[config.mk]
export PLATFORM = sky130hd
export DESIGN_NAME = width_gearbox
export DESIGN_NICKNAME = d
export VERILOG_FILES = /design/src/rtl/width_gearbox.sv
export SDC_FILE = /design/constraint.sdc
export NUM_CORES = 1
export LEC_CHECK = 0
export BUFFER_PORTS_ARGS = -buffer_cell sky130_fd_sc_hd__buf_2
export CAP_MARGIN = 10
export CORE_MARGIN = 2
export CORE_UTILIZATION = 35
export DETAILED_ROUTE_END_ITERATION = 10
export PLACE_DENSITY = 0.62
export REMOVE_ABC_BUFFERS = 1
export SYNTH_ARGS = -nofsm -noshare
export SYNTH_HDL_FRONTEND = slang
export SYNTH_SLANG_ARGS = --single-unit
[constraint.sdc]
create_clock -name clk -period 3.7 [get_ports clk]
set_input_delay 1.11 -clock clk [delete_from_list [all_inputs] [get_ports clk]]
set_output_delay 1.11 -clock clk [all_outputs]
set_load 0.005 [all_outputs]
[src/rtl/width_gearbox.sv]
// rtl/width_gearbox.sv - LSB-first IN_W to OUT_W bit-stream repacker with valid/ready on both sides
// Trailing partial-word flush is built only when GEARBOX_FLUSH_EN is defined.
module width_gearbox #(
   parameter int IN_W  = 16,
   parameter int OUT_W = 10
) (
   input  logic             clk,
   input  logic             rst,
   input  logic [IN_W-1:0]  in_data,
   input  logic             in_valid,
   output logic             in_ready,
   output logic [OUT_W-1:0] out_data,
   output logic             out_valid,
   input  logic             out_ready
`ifdef GEARBOX_FLUSH_EN
   ,
   input  logic             flush
`endif
);
   localparam int ACC_W = IN_W + OUT_W;
   localparam int CNT_W = $clog2(ACC_W + 1);
   localparam logic [CNT_W-1:0] IN_CNT  = CNT_W'(IN_W);
   localparam logic [CNT_W-1:0] OUT_CNT = CNT_W'(OUT_W);

   logic [ACC_W-1:0] acc;
   logic [ACC_W-1:0] acc_nxt;
   logic [CNT_W-1:0] cnt;
   logic [CNT_W-1:0] cnt_base;
   logic [CNT_W-1:0] cnt_nxt;
   logic             run;
   logic             drain;
   logic             push;
   logic             pop;

`ifdef GEARBOX_FLUSH_EN
   logic flush_pend;

   // A flush request wins over the clear so back-to-back requests stay pending.
   always_ff @(posedge clk or negedge rst) begin
      if (!rst) begin
         flush_pend <= 1'b0;
      end else if (flush) begin
         flush_pend <= 1'b1;
      end else if (flush_pend && (cnt_nxt == '0)) begin
         flush_pend <= 1'b0;
      end
   end

   assign drain = flush_pend;
`else
   assign drain = 1'b0;
`endif

   // run keeps in_ready low until the first edge after reset release.
   assign in_ready  = run && (cnt <= OUT_CNT) && !drain;
   assign out_valid = (cnt >= OUT_CNT) || (drain && (cnt != '0));
   assign out_data  = acc[OUT_W-1:0];
   assign push      = in_valid && in_ready;
   assign pop       = out_valid && out_ready;

   // The pop shift happens first so a same-cycle push lands above the survivors.
   always_comb begin
      acc_nxt  = acc;
      cnt_base = cnt;
      if (pop) begin
         acc_nxt  = acc >> OUT_W;
         cnt_base = (cnt >= OUT_CNT) ? (cnt - OUT_CNT) : '0;
      end
      cnt_nxt = cnt_base;
      if (push) begin
         acc_nxt = acc_nxt | (ACC_W'(in_data) << cnt_base);
         cnt_nxt = cnt_base + IN_CNT;
      end
   end

   always_ff @(posedge clk or negedge rst) begin
      if (!rst) begin
         acc <= '0;
         cnt <= '0;
         run <= 1'b0;
      end else begin
         acc <= acc_nxt;
         cnt <= cnt_nxt;
         run <= 1'b1;
      end
   end
endmodule
==> flow_summary_export.csv, run 1 <==
group,metric,value,unit
grt,busiest_layer,"met2",
cts,insertion_delay,0.29,ns
layout,fin_area,0.002803,mm²
grt,grt_max_degree,33,
layout,nNetsFinal,307,
synthesis,syn_area,0.002529,mm²
sta,period_share,81.08,%
layout,layout_common_cells,"dfrtp_1 (32), nor2_1 (31), mux2i_1 (31), buf_2 (31), nand2_1 (24)",
cts,clk_pin_slew,0.07,ns
layout,n_fill_cell,710,
worst_setup_path,endpoint_kind,"primary output",
synthesis,synth_top_flop_cell,"dfrtp_1",
worst_setup_path,path_max_fanout,10,
synthesis,synth-seq-cells,32,
grt,grt_pass1_vias,2025,
layout,syn_to_final_growth,10.84,%
sta,maxSlewViolCount,0,
route,drt_iter0_drc,209,
floorplan,start_util,36.61,%
grt,grt.met3_usage,3.416,%
worst_setup_path,r2r_end,"acc[12]",
sta,setup_viol,0,
worst_setup_path,start_kind,"flop",
run,drv_cap,0,
power,powerDensity,885.6,mW/mm²
layout,drive_gt1_share,23.00,%
route,drt_wl_total,6.437,mm
outcome,status,"completed",
grt,grt_overflow_total,0,
power,power.total,0.002482,W
place,dpl.hpwl,4.693,mm
grt,grt_pass1_wl,10.70,mm
cts,cts_setup_buffers,0,
sta,relSlewSlack,50.73,%
synthesis,post_synth_inst_count,273,
place,portBuffers,31,
layout,fin_cells,383,
grt,antenna_found_initial,0,
synthesis,syn_avg_cell_area,9.263,µm²
cts,clockBufferDepth,2,
place,dpl_cell_area,0.002676,mm²
place,pre_cts_slack,0.7209,ns
sta,final.setup.worst_slack,0.7000,ns
cts,cts_sinks,32,
worst_setup_path,arrival,1.89,ns
worst_setup_path,critPathKind,"flop to primary output",
worst_setup_path,r2r_cells,10,
sta,min_period,3.000,ns
power,peakVddDrop,0.2440,mV
hold_path,hold_path_class,"flop to flop",
grt,met2_usage,27.82,%
sta,hold_violations,0,
hold_path,hold_path_startpoint,"acc[17]",
cts,cts_tree,"built",
floorplan,coreArea,0.006907,mm²
worst_setup_path,worst-r2r-setup-slack,0.70,ns
route,vias,2147,
floorplan,rows,30,
floorplan,pin_count,32,
grt,gr-usage-all-layers,17.70,%
cts,hold_buffers,0,
synthesis,synth_edf_count,0,
place,dp_cells,375,
route,drt_pass1_iterations,4,
synthesis,yosys_warnings,0,
sta,skew,0.006454,ns
sta,setup_tns,0,ns
hold_path,worstHoldEndpoint,"acc[17]",
sta,rsz0062_at_grt,"no",
floorplan,die_x,89,µm
synthesis,yosys.cell_types.count,56,
cts,cts_made_buffers,5,
layout,layout_commonest_cell,"dfrtp_1",
sta,tightest_slew,0.7391,ns
sta,clock.fmax,0.3333,GHz
floorplan,fp.dieH,89,µm
route,drc,0,
power,leakage,1.212,nW
worst_setup_path,cp.required,2.59,ns
place,finalWeightedCongestion,0.8134,
worst_setup_path,r2r_start,"cnt[2]",
grt,grt_use_met1,24.76,%
cts,cts_resized,0,
synthesis,ys_seq_area_share,31.67,%
cts,root_buffer,"clkbuf_8",
cts,htree_levels,2,
synthesis,async_reset_ff_share,100.0,%
route,wl_per_cell,16.81,µm
route,ant_nets,0,
route,viasPerCell,5.606,
hold_path,min_path_cells,2,
floorplan,dieArea,0.007921,mm²
layout,antenna-diode-count,0,
## registers in the layout, summed over array words and instances (netlist names), named ones only
name	count
acc	26
cnt	4
run	1
## cell families (layout without fill, tap and decap cells)
group / after synthesis / after routing / share of synthesized area [%]
xor+xnor: 2 / 2 / 1.435
compound gates: 69 / 69 / 18.95
simple gates: 83 / 83 / 15.04
fa+ha+maj: 1 / 1 / 0.4947
mux: 49 / 49 / 24.20
flops: 32 / 32 / 31.67
buf+inv: 36 / 50 / 8.065
other cells: 1 / 1 / 0.1483
## report_power, final
group / internal [W] / switching (W)
Sequential: 0.000497 / 0.000118
Combinational: 0.000611 / 0.000880
Clock: 0.000238 / 0.000138
Total: 0.00135 / 0.00114
## stage by stage
stage	util [%]	hold WS (ns)
4_1_cts	40.58	0.4927
5_1_grt	40.58	0.5146
2_1_floorplan	-	0.4490
3_5_place_dp	38.75	0.4729
3_3_place_gp	38.75	0.4626
6_report	40.58	0.4876
## Yosys cell counts (2+ instances only)
master	instances	area [µm²]
dfrtp_1	32	800.8
mux2i_1	31	310.3
nor2_1	31	116.4
nand2_1	24	90.09
a21oi_1	17	85.08
buf_4	10	75.07
clkbuf_1	9	33.78
o22ai_1	9	56.30
mux2_2	8	90.09
nand3_1	7	35.03
o21ai_0	6	30.03
a31oi_1	5	31.28
buf_2	5	25.02
a211oi_1	4	30.03
a21o_1	4	30.03
mux4_1	4	105.1
nor2b_1	4	25.02
nor3_1	4	20.02
o21ai_1	4	20.02
a311oi_1	3	26.28
and3_1	3	18.77
buf_1	3	11.26
buf_6	3	33.78
inv_1	3	11.26
mux4_2	3	67.56
a32o_1	2	20.02
mux2i_2	2	27.53
nand2b_1	2	12.51
nor3b_1	2	15.01
o221ai_1	2	17.52
o31a_1	2	17.52
## routing by layer
layer	share of wire, %	vias up
met5	0	-
met4	2.0	0
met3	5.5	11
met2	46	68
met1	46	1038
li1	-	1030
## layout make-up
cell class	count	area [µm²]	area share [%]
Sequential cell	32	800.8	28.57
Timing Repair Buffer	36	192.7	6.875
Clock inverter	1	30.03	1.071
Clock buffer	7	96.34	3.437
Multi-Input combinational cell	205	1538	54.87
Tap cell	96	120.1	4.286
Inverter	6	25.02	0.8929
## how the worst max path moves through the flow
stage / depth (start not counted) / from / slack [ns] / to
after detailed placement: 8 / out_ready / 0.72 / acc[14]
after global routing: 10 / cnt[2] / 0.45 / acc[12]
after global placement: 10 / cnt[2] / 0.73 / acc[12]
final: 5 / cnt[2] / 0.70 / out_valid
after CTS: 5 / cnt[2] / 0.70 / out_valid
after floorplan: 8 / flop / -1.60 / acc[13]
## worst max-delay path: stages, from the launching register on
cell     delay [ns]
dfrtp_1        0.52
inv_1          0.17
ha_1           0.22
and2b_1        0.25
or3_1          0.31
buf_2          0.13
Note: power is estimated with default switching activity, not from simulation.
==> run 2: changes to the inputs <==
--- a/config.mk
+++ b/config.mk
@@ -5,6 +5,7 @@
 export SDC_FILE = /design/constraint.sdc
 export NUM_CORES = 1
 export LEC_CHECK = 0
+export ABC_AREA = 1
 export BUFFER_PORTS_ARGS = -buffer_cell sky130_fd_sc_hd__buf_2
 export CAP_MARGIN = 10
 export CORE_MARGIN = 2
==> constraint.sdc (replaced) <==
create_clock -name clk -period 3.1 [get_ports clk]
set_input_delay 0.93 -clock clk [delete_from_list [all_inputs] [get_ports clk]]
set_output_delay 0.93 -clock clk [all_outputs]
set_load 0.005 [all_outputs]
==> run 2 against run 1 <==
Clock power decreased by 20%. Synthesized area down 5.3%. Utilization decreased by 2.0 points. Sequential share of layout area rose by 2.3 points. Worst hold slack got worse by 0.0087 ns. Combinational power rose by 21%. Register-to-register slack worse by 0.23 ns. Global-route usage is 0.21 points higher. Critical path depth rose by 8. Via count up 7.8%. First-iteration DRC count fell by 4.8%. Highest routed layer unchanged.
==> flow_summary_export.csv, run 2 <==
group,metric,value,unit
cts,cts_setup_buffers,0,
sta,rsz0062_at_grt,"no",
worst_setup_path,critPathKind,"flop to flop",
synthesis,synth_common_cells,"nand2_1 (112), nand3_1 (82), dfrtp_1 (32)",
route,drt_pass1_iterations,4,
layout,largest_reg_flops,26,
synthesis,post_synth_inst_count,349,
floorplan,rows,30,
layout,layout_commonest_cell,"nand2_1",
synthesis,yosys_warnings,0,
floorplan,start_util,35.64,%
grt,grt_pass1_wl,10.39,mm
route,viasPerCell,5.202,
sta,relSlewSlack,50.57,%
hold_path,min_path_cells,2,
cts,cts_sinks,32,
power,clkPwrFrac,10.7,%
floorplan,dieArea,0.007520,mm²
floorplan,fp.dieH,86.72,µm
route,wl_per_cell,14.24,µm
sta,hold_violations,0,
power,intPower,0.001348,W
run,drv_cap,0,
sta,clock.fmax,0.3799,GHz
synthesis,synth.most_common_cell,"nand2_1",
sta,setup_tns,0,ns
layout,fin_util,38.55,%
synthesis,syn_avg_cell_area,6.862,µm²
cts,cts_made_buffers,5,
floorplan,die_x,86.72,µm
cts,cts_resized,0,
cts,insertion_delay,0.29,ns
synthesis,synth_edf_count,0,
synthesis,yosys-top-cells-area,"dfrtp_1 (33%), nand2_1 (18%), nand3_1 (17%)",
grt,grt_pass1_vias,2144,
route,drt_iter0_drc,199,
layout,drive_gt1_share,17.81,%
sta,setup_viol,0,
power,pwr-share-seq,25.2,%
synthesis,synth-seq-cells,32,
synthesis,yosysTopAreaCell,"dfrtp_1",
power,swShare,52.02,%
synthesis,async_reset_ff_share,100.0,%
cts,hold_buffers,0,
floorplan,pin_count,32,
layout,n_fill_cell,699,
sta,final.setup.worst_slack,0.4676,ns
sta,holdWs,0.4789,ns
layout,layout_common_cells,"nand2_1 (112), nand3_1 (82), dfrtp_1 (32)",
layout,nNetsFinal,386,
cts,root_buffer,"clkbuf_8",
power,leakage,1.340,nW
sta,period_share,84.92,%
floorplan,coreArea,0.006719,mm²
cts,htree_levels,2,
route,drt_wl_total,6.336,mm
layout,syn_to_final_growth,8.150,%
layout,regMostFlops,"acc",
grt,gr-usage-all-layers,17.90,%
power,switching_power,0.001462,W
sta,maxSlewViolCount,0,
sta,tightest_slew,0.7414,ns
outcome,status,"completed",
power,powerDensity,1085,mW/mm²
worst_setup_path,r2r_cells,13,
grt,grt_max_degree,33,
synthesis,syn_area,0.002395,mm²
place,portBuffers,31,
worst_setup_path,path_max_fanout,24,
route,drc,0,
place,pre_cts_slack,0.4317,ns
synthesis,synth_top_area_share,33.44,%
worst_setup_path,arrival,2.85,ns
sta,skew,0.01112,ns
grt,antenna_found_initial,0,
power,peakVddDrop,0.3307,mV
cts,clk_pin_slew,0.07,ns
route,ant_nets,0,
place,finalWeightedCongestion,0.9238,
hold_path,hold_path_class,"flop to flop",
worst_setup_path,cp.required,3.32,ns
route,vias,2315,
cts,clockBufferDepth,2,
synthesis,ys_seq_area_share,33.44,%
worst_setup_path,start_kind,"flop",
layout,reg.largest.list,"acc (26), cnt (4), run (1)",
worst_setup_path,endpoint_kind,"flop",
worst_setup_path,worst-r2r-setup-slack,0.47,ns
power,p_comb_share,64.1,%
cts,cts_tree,"built",
sta,min_period,2.632,ns
synthesis,synth_top_flop_cell,"dfrtp_1",
layout,antenna-diode-count,0,
synthesis,yosys.cell_types.count,32,
grt,grt_overflow_total,0,
place,dpl.hpwl,4.745,mm
[run 2: changes by cell type in the layout (fill, tap and decap cells not counted), moves of 7 or more]
cell	delta
nor2_1	-24
nand2_2	+7
mux2_2	-8
o22ai_1	-9
nand3_1	+75
nand2_1	+88
mux2i_1	-20
inv_1	+18
a21oi_1	-14
[run 2: routing by layer]
layer / up-vias / track usage [%] / part of all wire (%)
met2: 81 / 28.53 / 48
li1: 1169 / - / -
met3: 19 / 3.524 / 5.5
met4: 0 / 8.665 / 3.6
met1: 1046 / 23.23 / 43
met5: - / 0 / 0
[run 2: critical path, cell delays in order (launching register included)]
cell     delay (ns)
dfrtp_1        0.42
inv_1          0.11
ha_1           0.23
nor2_1         0.13
nor2_2         0.06
nand2_4        0.11
nand2_4        0.19
inv_2          0.17
nand2_1        0.06
nand2_1        0.51
nand3_1        0.24
nand3_1        0.15
nand3_1        0.09
nand2_1        0.07
[run 2: power by group through the flow]
stage / Sequential, W / Clock, W / Combinational [W]
global placement: 0.000719 / 0 / 0.00177
floorplan: 0.000696 / 0 / 0.00129
detailed placement: 0.000714 / 0 / 0.00178
CTS: 0.000707 / 0.000315 / 0.00179
finish: 0.000707 / 0.000301 / 0.00180
global route: 0.000729 / 0.000335 / 0.00203
[run 2: metrics by stage]
step / instance area (µm²) / cells / power [W]
6_report: 2590 / 445 / 0.002810
5_1_grt: 2590 / 445 / 0.003090
4_1_cts: 2590 / 445 / 0.002814
3_5_place_dp: 2512 / 438 / 0.002496
3_3_place_gp: 2512 / 438 / 0.002490
2_1_floorplan: 2220 / 322 / 0.001985
[run 2: logic make-up after synthesis]
family	after synthesis	share of synthesized area [%]
simple gates	229	44.36
mux	11	4.598
xor+xnor	1	0.3658
fa+ha+maj	1	0.5224
compound gates	23	5.486
flops	32	33.44
buf+inv	51	11.08
other cells	1	0.1566
[run 2: worst paths after layout]
check,to,start
hold / removal,acc[22],acc[22]
hold reg to reg,acc[22],acc[22]
setup / recovery,acc[16],cnt[1]
min in group asynchronous,acc[18],rst
setup reg to reg,acc[16],cnt[1]
max in group asynchronous,run,rst
[run 2: final cells by class]
cell class | instances | area (µm²) | area share [%]
sequential | 32 | 800.8 | 30.92
tap | 80 | 100.1 | 3.865
clock inverter | 1 | 5.005 | 0.1932
multi-input combinational | 266 | 1329 | 51.30
inverter | 24 | 90.09 | 3.478
clock buffer | 6 | 72.57 | 2.802
timing repair buffer | 36 | 192.7 | 7.440
